===== config.mk =====
export PLATFORM = sky130hd
export DESIGN_NAME = uart_axi_buffer
export DESIGN_NICKNAME = d
export VERILOG_FILES = /design/src/rtl/uart_axi_buffer.sv
export SDC_FILE = /design/constraint.sdc
export NUM_CORES = 1
export LEC_CHECK = 0
export BUFFER_PORTS_ARGS = -buffer_cell sky130_fd_sc_hd__buf_2
export CAP_MARGIN = 25
export CORE_MARGIN = 5
export CORE_UTILIZATION = 23
export DETAILED_ROUTE_END_ITERATION = 16
export PLACE_DENSITY = 0.49
export REMOVE_ABC_BUFFERS = 1
export SLEW_MARGIN = 30
export SYNTH_ARGS = -nofsm -noshare
export SYNTH_HDL_FRONTEND = slang
export SYNTH_SLANG_ARGS = --single-unit

===== constraint.sdc =====
create_clock -name clk -period 6.9 [get_ports clk]
set_input_delay 0.345 -clock clk [delete_from_list [all_inputs] [get_ports clk]]
set_output_delay 0.345 -clock clk [all_outputs]
set_load 0.03 [all_outputs]

===== src/rtl/uart_axi_buffer.sv =====
// uart_axi_buffer
//   AXI4-Lite slave that sits between the memory stage's UART window and the
//   serial UART core. Received bytes wait in an RX FIFO until the core side
//   reads them. Bytes written by the core side wait in a TX FIFO until the
//   transmitter takes them.
//
//   Register map (addr[3:0]):
//     0x0  RX data (read pops one byte)
//     0x4  TX data (write pushes wdata[7:0])
//     0x8  status  {TX full, TX empty, RX full, RX non-empty}
//   Other accesses get SLVERR with no side effects. A read of an empty RX
//   port, or a write to a full TX port, holds the response back until the
//   FIFO can serve it.
//
//   Ports:
//     clk, rstn          clock, asynchronous active-low reset
//     axi_ar*/axi_r*     AXI4-Lite read address / read data channels
//     axi_aw*/axi_w*/b*  AXI4-Lite write address / write data / response
//     rx_data/valid/rdy  byte stream from the UART receiver into the RX FIFO
//     tx_data/valid/rdy  byte stream from the TX FIFO to the UART transmitter
module uart_axi_buffer #(
  parameter int RX_DEPTH = 16,
  parameter int TX_DEPTH = 16
) (
  input  logic        clk,
  input  logic        rstn,
  input  logic [31:0] axi_araddr,
  input  logic        axi_arvalid,
  output logic        axi_arready,
  output logic [31:0] axi_rdata,
  output logic [1:0]  axi_rresp,
  output logic        axi_rvalid,
  input  logic        axi_rready,
  input  logic [31:0] axi_awaddr,
  input  logic        axi_awvalid,
  output logic        axi_awready,
  input  logic [31:0] axi_wdata,
  input  logic [3:0]  axi_wstrb,
  input  logic        axi_wvalid,
  output logic        axi_wready,
  output logic [1:0]  axi_bresp,
  output logic        axi_bvalid,
  input  logic        axi_bready,
  input  logic [7:0]  rx_data,
  input  logic        rx_valid,
  output logic        rx_ready,
  output logic [7:0]  tx_data,
  output logic        tx_valid,
  input  logic        tx_ready
);

  localparam int RX_AW = $clog2(RX_DEPTH);
  localparam int TX_AW = $clog2(TX_DEPTH);
  localparam logic [RX_AW:0] RX_FULL_CNT = (RX_AW+1)'(RX_DEPTH);
  localparam logic [TX_AW:0] TX_FULL_CNT = (TX_AW+1)'(TX_DEPTH);
  localparam logic [1:0] RESP_OKAY   = 2'b00;
  localparam logic [1:0] RESP_SLVERR = 2'b10;
  localparam logic [3:0] ADDR_RX   = 4'h0;
  localparam logic [3:0] ADDR_TX   = 4'h4;
  localparam logic [3:0] ADDR_STAT = 4'h8;

  typedef enum logic [1:0] {R_IDLE, R_WAIT, R_RESP} r_state_t;
  typedef enum logic {W_IDLE, W_RESP} w_state_t;

  // Only the low nibble of the addresses and the low byte of the write data
  // carry meaning; strobes are ignored.
  logic unused_ok;
  assign unused_ok = ^{axi_araddr[31:4], axi_awaddr[31:4], axi_wdata[31:8], axi_wstrb};

  logic [7:0]       rx_mem [RX_DEPTH];
  logic [RX_AW-1:0] rx_wptr, rx_rptr;
  logic [RX_AW:0]   rx_cnt;
  logic             rx_empty, rx_full, rx_push, rx_pop;

  logic [7:0]       tx_mem [TX_DEPTH];
  logic [TX_AW-1:0] tx_wptr, tx_rptr;
  logic [TX_AW:0]   tx_cnt;
  logic             tx_empty, tx_full, tx_push, tx_pop;

  r_state_t    r_state;
  logic [3:0]  r_addr;
  logic        r_go;
  logic [31:0] r_data_nxt;
  logic [1:0]  r_resp_nxt;
  logic [31:0] status;

  w_state_t    w_state;
  logic        aw_held, w_held;
  logic [3:0]  w_addr;
  logic [7:0]  w_byte;

  // RX FIFO: flags come from the registered count, so a bus pop in the same
  // cycle never lets a push into a full FIFO.
  assign rx_empty = (rx_cnt == '0);
  assign rx_full  = (rx_cnt == RX_FULL_CNT);
  assign rx_ready = !rx_full;
  assign rx_push  = rx_valid && !rx_full;

  always_ff @(posedge clk) begin
    if (rx_push) rx_mem[rx_wptr] <= rx_data;
  end

  always_ff @(posedge clk or negedge rstn) begin
    if (!rstn) begin
      rx_wptr <= '0;
      rx_rptr <= '0;
      rx_cnt  <= '0;
    end else begin
      if (rx_push) rx_wptr <= rx_wptr + RX_AW'(1);
      if (rx_pop)  rx_rptr <= rx_rptr + RX_AW'(1);
      case ({rx_push, rx_pop})
        2'b10:   rx_cnt <= rx_cnt + (RX_AW+1)'(1);
        2'b01:   rx_cnt <= rx_cnt - (RX_AW+1)'(1);
        default: ;
      endcase
    end
  end

  // TX FIFO: the head is forced to zero while empty so tx_data is defined
  // even though the storage itself is never cleared.
  assign tx_empty = (tx_cnt == '0);
  assign tx_full  = (tx_cnt == TX_FULL_CNT);
  assign tx_valid = !tx_empty;
  assign tx_data  = tx_empty ? 8'h00 : tx_mem[tx_rptr];
  assign tx_pop   = tx_valid && tx_ready;
  assign tx_push  = (w_state == W_IDLE) && aw_held && w_held &&
                    (w_addr == ADDR_TX) && !tx_full;

  always_ff @(posedge clk) begin
    if (tx_push) tx_mem[tx_wptr] <= w_byte;
  end

  always_ff @(posedge clk or negedge rstn) begin
    if (!rstn) begin
      tx_wptr <= '0;
      tx_rptr <= '0;
      tx_cnt  <= '0;
    end else begin
      if (tx_push) tx_wptr <= tx_wptr + TX_AW'(1);
      if (tx_pop)  tx_rptr <= tx_rptr + TX_AW'(1);
      case ({tx_push, tx_pop})
        2'b10:   tx_cnt <= tx_cnt + (TX_AW+1)'(1);
        2'b01:   tx_cnt <= tx_cnt - (TX_AW+1)'(1);
        default: ;
      endcase
    end
  end

  // Read side: the response is produced in the wait state only once it can
  // be served; an RX data read with nothing buffered simply waits there.
  assign status = {28'd0, tx_full, tx_empty, rx_full, !rx_empty};
  assign r_go   = (r_state == R_WAIT) && ((r_addr != ADDR_RX) || !rx_empty);
  assign rx_pop = r_go && (r_addr == ADDR_RX);

  always_comb begin
    r_data_nxt = '0;
    r_resp_nxt = RESP_OKAY;
    case (r_addr)
      ADDR_RX:   r_data_nxt = {24'd0, rx_mem[rx_rptr]};
      ADDR_STAT: r_data_nxt = status;
      default:   r_resp_nxt = RESP_SLVERR;
    endcase
  end

  always_ff @(posedge clk or negedge rstn) begin
    if (!rstn) begin
      r_state     <= R_IDLE;
      r_addr      <= '0;
      axi_arready <= 1'b1;
      axi_rvalid  <= 1'b0;
      axi_rdata   <= '0;
      axi_rresp   <= RESP_OKAY;
    end else begin
      case (r_state)
        R_IDLE: begin
          if (axi_arvalid) begin
            r_addr      <= axi_araddr[3:0];
            axi_arready <= 1'b0;
            r_state     <= R_WAIT;
          end
        end
        R_WAIT: begin
          if (r_go) begin
            axi_rdata  <= r_data_nxt;
            axi_rresp  <= r_resp_nxt;
            axi_rvalid <= 1'b1;
            r_state    <= R_RESP;
          end
        end
        R_RESP: begin
          if (axi_rready) begin
            axi_rvalid  <= 1'b0;
            axi_arready <= 1'b1;
            r_state     <= R_IDLE;
          end
        end
        default: r_state <= R_IDLE;
      endcase
    end
  end

  // Write side: address and data are captured independently; each ready
  // drops once its channel is held, so a TX-full stall shows both low.
  always_ff @(posedge clk or negedge rstn) begin
    if (!rstn) begin
      w_state     <= W_IDLE;
      aw_held     <= 1'b0;
      w_held      <= 1'b0;
      w_addr      <= '0;
      w_byte      <= '0;
      axi_awready <= 1'b1;
      axi_wready  <= 1'b1;
      axi_bvalid  <= 1'b0;
      axi_bresp   <= RESP_OKAY;
    end else begin
      case (w_state)
        W_IDLE: begin
          if (aw_held && w_held) begin
            if (w_addr != ADDR_TX) begin
              axi_bresp  <= RESP_SLVERR;
              axi_bvalid <= 1'b1;
              aw_held    <= 1'b0;
              w_held     <= 1'b0;
              w_state    <= W_RESP;
            end else if (!tx_full) begin
              axi_bresp  <= RESP_OKAY;
              axi_bvalid <= 1'b1;
              aw_held    <= 1'b0;
              w_held     <= 1'b0;
              w_state    <= W_RESP;
            end
          end else begin
            if (axi_awready && axi_awvalid) begin
              aw_held     <= 1'b1;
              w_addr      <= axi_awaddr[3:0];
              axi_awready <= 1'b0;
            end
            if (axi_wready && axi_wvalid) begin
              w_held     <= 1'b1;
              w_byte     <= axi_wdata[7:0];
              axi_wready <= 1'b0;
            end
          end
        end
        W_RESP: begin
          if (axi_bready) begin
            axi_bvalid  <= 1'b0;
            axi_awready <= 1'b1;
            axi_wready  <= 1'b1;
            w_state     <= W_IDLE;
          end
        end
        default: w_state <= W_IDLE;
      endcase
    end
  end

endmodule


======== Word-level counts from Yosys, hierarchy flattened ========
Memories as Yosys holds them, arrays and structs flattened.
Index checks and enable logic that the tools add are counted.
operators by class
  mux-type cells .......................... 44
  reductions and logical operators ........ 41
  bitwise logic cells ..................... 2
  add/sub/neg operators ................... 8
  eq/ne operators ......................... 22
operators by type and width
  kind                 number
  $reduce_and 3->1     11
  $mux 1               27
  $pmux 5 s2           2
  $add 4x1->4 const B  4
  $pmux 8 s2           1
  $mux 2               6
  $pmux 1 s2           6
  $reduce_bool 2->1    6
  $logic_and 1x1->1    11
  $add 5x1->5 const B  2
  $eq 5x5->1 const B   2
  $logic_not 5->1      2
  $ne 2x2->1 const B   5
  $sub 5x1->5 const B  2
  $mux 8               1
  $ne 2x1->1 const B   4
  $eq 2x1->1 const B   3
  $eq 2x2->1 const B   3
  $ne 3x2->1 const B   2
  $pmux 2 s3           1
  $eq 4x3->1 const B   1
  $eq 4x4->1 const B   1
  $logic_not 1->1      4
  $logic_not 4->1      1
  other kinds (7)      9
word-level totals
  word-level logic and storage cells ...... 140
  output and inout port bits .............. 51
  memories kept ........................... 2
  memory bits (writable) .................. 256
  register bits after elaboration ......... 88
  bits of input ports ..................... 117
memories
  memory  depth  width  rd ports  clocked after memory_dff  wr ports  line  source
  rx_mem  16     8      1         0                         1         70    logic [7:0] rx_mem [RX_DEPTH];
  tx_mem  16     8      1         0                         1         75    logic [7:0] tx_mem [TX_DEPTH];

======== Longest topological paths before layout ========
  depth after elaboration ................. 7
  gate-level depth with buffers ........... 15
  gate-level depth less buffers ........... 12

======== Worst setup path before layout ========
Ideal clock, no wire load.
  path kind ............................... register to register
  from .................................... reg rx_cnt[1]
  to ...................................... reg rx_cnt[4]
  path buffers ............................ 3
  clock period less this slack ............ 3055 ps
  required time ........................... 6821 ps
  path slack .............................. 3845 ps
  setup time .............................. 79 ps
  stages on the path, launching flop included .. 16
  data arrival time ....................... 2976 ps
  path through ............................ dfrtp_1 -> buf_2 -> nor4_2 -> nand2_1 -> and2_1 -> clkbuf_1 -> inv_1 -> ha_1 -> clkbuf_1 -> xor2_1 -> ha_1 -> inv_1 -> o21ai_1 -> a21o_1 -> a221oi_1 -> xor2_1
on the way
  elaborated cells between the ends (all ways) .. 14
  those cells by class .................... add/sub (2); eq/ne (3); mux (1); reduce/logical (8)
RTL lines
  item                                             line  source
  start, declared                                  72    logic [RX_AW:0] rx_cnt;
  start signal, assigned                           112   2'b10: rx_cnt <= rx_cnt + (RX_AW+1)'(1);
  start signal, assigned                           113   2'b01: rx_cnt <= rx_cnt - (RX_AW+1)'(1);
  $eq 5x5->1 (*)                                   95    assign rx_full = (rx_cnt == RX_FULL_CNT);
  $logic_not 1->1 (*)                              n/a
  named net rx_ready                               46    output logic rx_ready,
  $logic_and 1x1->1 (*)                            97    assign rx_push = rx_valid && !rx_full;
  $eq 2x1->1 or $eq 2x2->1 (tied branches)         111   case ({rx_push, rx_pop})
  $pmux 5 s2 or $reduce_bool 2->1 (tied branches)  n/a
The timed path passes the listed nets; every way through them passes the cells marked *.
A chain may end at the register's enable or synchronous reset.

======== Final worst setup path ========
  from .................................... reg tx_rptr[0]
  to ...................................... out tx_data[5]
on the way
  longest elaborated chain between the ends .. 2
RTL lines
  item                    line  source
  start, declared         76    logic [TX_AW-1:0] tx_wptr, tx_rptr;
  start signal, assigned  140   if (tx_pop) tx_rptr <= tx_rptr + TX_AW'(1);
  $mem_v2 16x8            n/a
  $mux 8                  124   assign tx_data = tx_empty ? 8'h00 : tx_mem[tx_rptr];
  end, declared           47    output logic [7:0] tx_data,
No other way between the ends.

==> metrics.md <==
| Metric | Value |
|---|---|
| # port buffers | 57 |
| Critical Path Source Type | flip-flop |
| Die H | 249 µm |
| Share of layout cells above drive strength 1 | 24.1% |
| Core Rows | 87 |
| Total Die Area | 62200 µm² |
| Worst Clk Skew | 0.0139 ns |
| Clk buf depth | 3 |
| Cell area after synthesis | 13200 µm² |
| Arrival @ worst endpoint | 3.07 ns |
| Reg clk slew, reported paths | 0.06 ns |
| H-Tree Depth | 2 |
| Maxcap violations | 0 |
| Core area | 56600 µm² |
| Yosys Warn Count | 0 |
| Post_cts resized | 0 |
| Synth top area cells | edfxtp_1 58%, dfrtp_1 11%, mux4_2 8.4% |
| Initial Utilization | 23.3% |
| Fin. max-slew vios | 0 |
| CTS tree | done |
| Post-route ant nets | 0 |
| Status | finished, final reports clean |
| Vias in the first global route | 6641 |
| Share of the synthesized area in the top cell type | 58.4% |
| Setup violations, final | 0 |
| Skew-Pair Late Insertion Delay | 0.52 ns |
| WS Path Type | flip-flop to output pin |
| Average detailed-routed wire length per instance | 17.5 µm |
| Area delta synth->final | 16.2% |
| Max-slew headroom | 37.5% |
| Post-synth EDFFs | 256 |
| Max Fclk | 293 MHz |
| Ys flop type | edfxtp_1 |
| LEAKAGE | 5.24 nW |
| Final hold vios | 0 |
| Seq/Total Area, Yosys | 70.2% |
| DRC | 0 |
| Async set-reset flop share out of synthesis | 19.5% |
| Distinct cells, synth | 52 |
| Total CTS buffers | 35 |
| Largest net degree at the start of global routing | 63 |
| Dpl hpwl | 18400 µm |
| Tcrit/Tclk final | 49.5% |
| Vias/cell | 4.02 |
| Root Driver | clkbuf_16 |
| Drt total wl | 27600 µm |
| Max FO, Critical Path | 25 |
| Crit. End Element | output pin |
| Die boundary width | 249 µm |
| Final Core Density | 27.0% |
| Pwr/cell area | 395 nW/µm² |
| Final weighted congestion of routability-driven global placement | 0.742 |
| Top-Level Pins | 168 |
| Nets | 932 |
| Via count | 6353 |
| 1st-iter DRT viols | 392 |
| Setup Buffers After CTS | 0 |
| Placed Area | 14200 µm² |
| Worst min-delay path class | primary input to flip-flop |
| Initial antenna violation count | 4 |
| Critical path required time | 6.55 ns |
| Peak supply drop | 172 µV |
| Global-route wire length before repair | 41800 µm |
| Gr usage total | 8.57% |
| Final min period | 3.41 ns |
| Mapped Cells | 729 |
| Setup TNS Final | 0 ns |
| Mean Syn Cell Area | 18.1 µm² |
| Fin area | 15300 µm² |
| Post-synthesis register bit count | 318 |
| TritonRoute pass-1 iters | 6 |
| RSZ-0062 raised after global routing | no |
| Worst Tran Pin Value | 0.934 ns |
| Post-synth top area cell | edfxtp_1 |
| Congestion Overflow GR | 0 |
| Pwr Total | 6.04 mW |
| Fillers | 5765 |
| CTS Sinks | 318 |
==> critical path, stage by stage (launching register included) <==
cell and delay, ns:
dfrtp_2 0.55, buf_4 0.49, mux4_1 0.68, mux4_2 0.48, nor2b_1 0.15, buf_2 0.18
==> per-layer routing <==
metal	share of wire (%)	global-route usage, %	wire length, µm	up-vias
li1	-	-	-	2935
met1	45	11.6	12500	3258
met2	48	14.1	13400	122
met3	4.8	2.28	1330	34
met4	1.3	1.55	359	4
met5	0.076	0	21	-
==> synth_stat cells (3+ instances only) <==
cell type and count:
edfxtp_1 256, dfrtp_1 59, mux4_2 49, nand2_1 43, nor2_1 37, buf_4 32, mux4_1 21, mux2_2 19
clkbuf_1 18, ha_1 18, xnor2_1 14, nand3_1 13, nor2b_1 13, a21oi_1 11, inv_1 10, xor2_1 10
mux2i_1 9, nand2b_1 9, nor3_1 9, a21o_1 7, o21ai_1 7, a22oi_1 6, nand4_1 6, a22o_1 5
buf_2 5, o21ai_0 5, and3_1 3, buf_1 3, buf_8 3, dfstp_2 3
==> report_power, final <==
group / switching, mW / internal (mW) / leakage, nW
clock: 0.742 / 1.05 / 0.526
sequential: 0.343 / 2.43 / 3.07
combinational: 0.786 / 0.688 / 1.64
total: 1.87 / 4.17 / 5.24
==> registers in the layout (all words and copies together), names as in the netlist, 2 cells and up <==
name / flops
rx_mem: 128
tx_mem: 128
axi_rdata: 8
w_byte: 8
rx_cnt: 5
tx_cnt: 5
r_addr: 4
rx_rptr: 4
rx_wptr: 4
tx_rptr: 4
tx_wptr: 4
w_addr: 4
r_state: 2
==> area by class of cell <==
type	count	area, µm²	share of cell area (%)
inverter	11	41.3	0.270
multi-input combinational	362	3600	23.5
sequential	318	9250	60.4
clock buffer	49	958	6.26
clock inverter	15	138	0.899
tap	756	946	6.18
antenna	1	2.50	0.0163
timing repair buffer	68	379	2.48
==> cell families (layout without fill, tap and decap cells) <==
logic type,count (synthesis),count (layout),synth area share (%)
other cells,1,27,0.0285
simple gates,141,141,5.24
compound gates,52,52,2.63
buf+inv,74,143,3.44
fa+ha+maj,19,19,1.86
xor+xnor,24,24,1.60
mux,100,100,15.0
flops,318,318,70.2
==> metrics by stage <==
stage | instances | setup WS [ns] | hold WS, ns
finish | 1580 | 3.49 | 0.0585
floorplan | 691 | 3.93 | 0.0494
detailed placement | 1513 | 3.55 | 0.457
CTS | 1578 | 3.41 | 0.00682
global placement | 1513 | 3.55 | 0.460
global route | 1579 | 3.36 | 0.0386
==> repair_timing <==
| action | in CTS | in global routing |
|---|---|---|
| hold endpoints to repair | 1 | 59 |
| setup endpoints to repair | 0 | 0 |
| hold buffers | 1 | 1 |
==> layout by cell type (no fill, tap or decap), types with 6 or more instances in the layout <==
| master | count |
|---|---|
| nand4_1 | 6 |
| a21o_1 | 7 |
| nor2b_1 | 13 |
| buf_2 | 56 |
| a22oi_1 | 6 |
| mux4_2 | 49 |
| dfrtp_1 | 56 |
| clkbuf_1 | 11 |
| ha_1 | 18 |
| clkinv_1 | 7 |
| mux4_1 | 21 |
| mux2_2 | 19 |
| nand2_1 | 43 |
| edfxtp_1 | 256 |
| inv_1 | 10 |
| mux2i_1 | 9 |
| a21oi_1 | 11 |
| nor2_1 | 35 |
| buf_4 | 9 |
| xor2_1 | 10 |
| conb_1 | 26 |
| nand2b_1 | 9 |
| clkbuf_16 | 35 |
| xnor2_1 | 14 |
| o21ai_1 | 7 |
| nand3_1 | 13 |
==> worst paths after layout <==
kind,from,endpoint,slack (ns),depth (start not counted)
setup / recovery,tx_rptr[0]$_DFFE_PN0P_,tx_data[5],3.49,5
hold / removal,axi_wdata[4],w_byte[4]$_DFFE_PN0P_,0.06,2
setup reg to reg,r_addr[1]$_DFFE_PN0P_,rx_cnt[4]$_DFFE_PN0P_,3.58,11
hold reg to reg,axi_arready$_DFFE_PN1P_,axi_arready$_DFFE_PN1P_,0.47,2
max in group asynchronous,rstn,rx_rptr[0]$_DFFE_PN0P_,5.98,2
min in group asynchronous,rstn,w_byte[6]$_DFFE_PN0P_,0.37,2
Note: power is estimated with default switching activity, not from simulation.
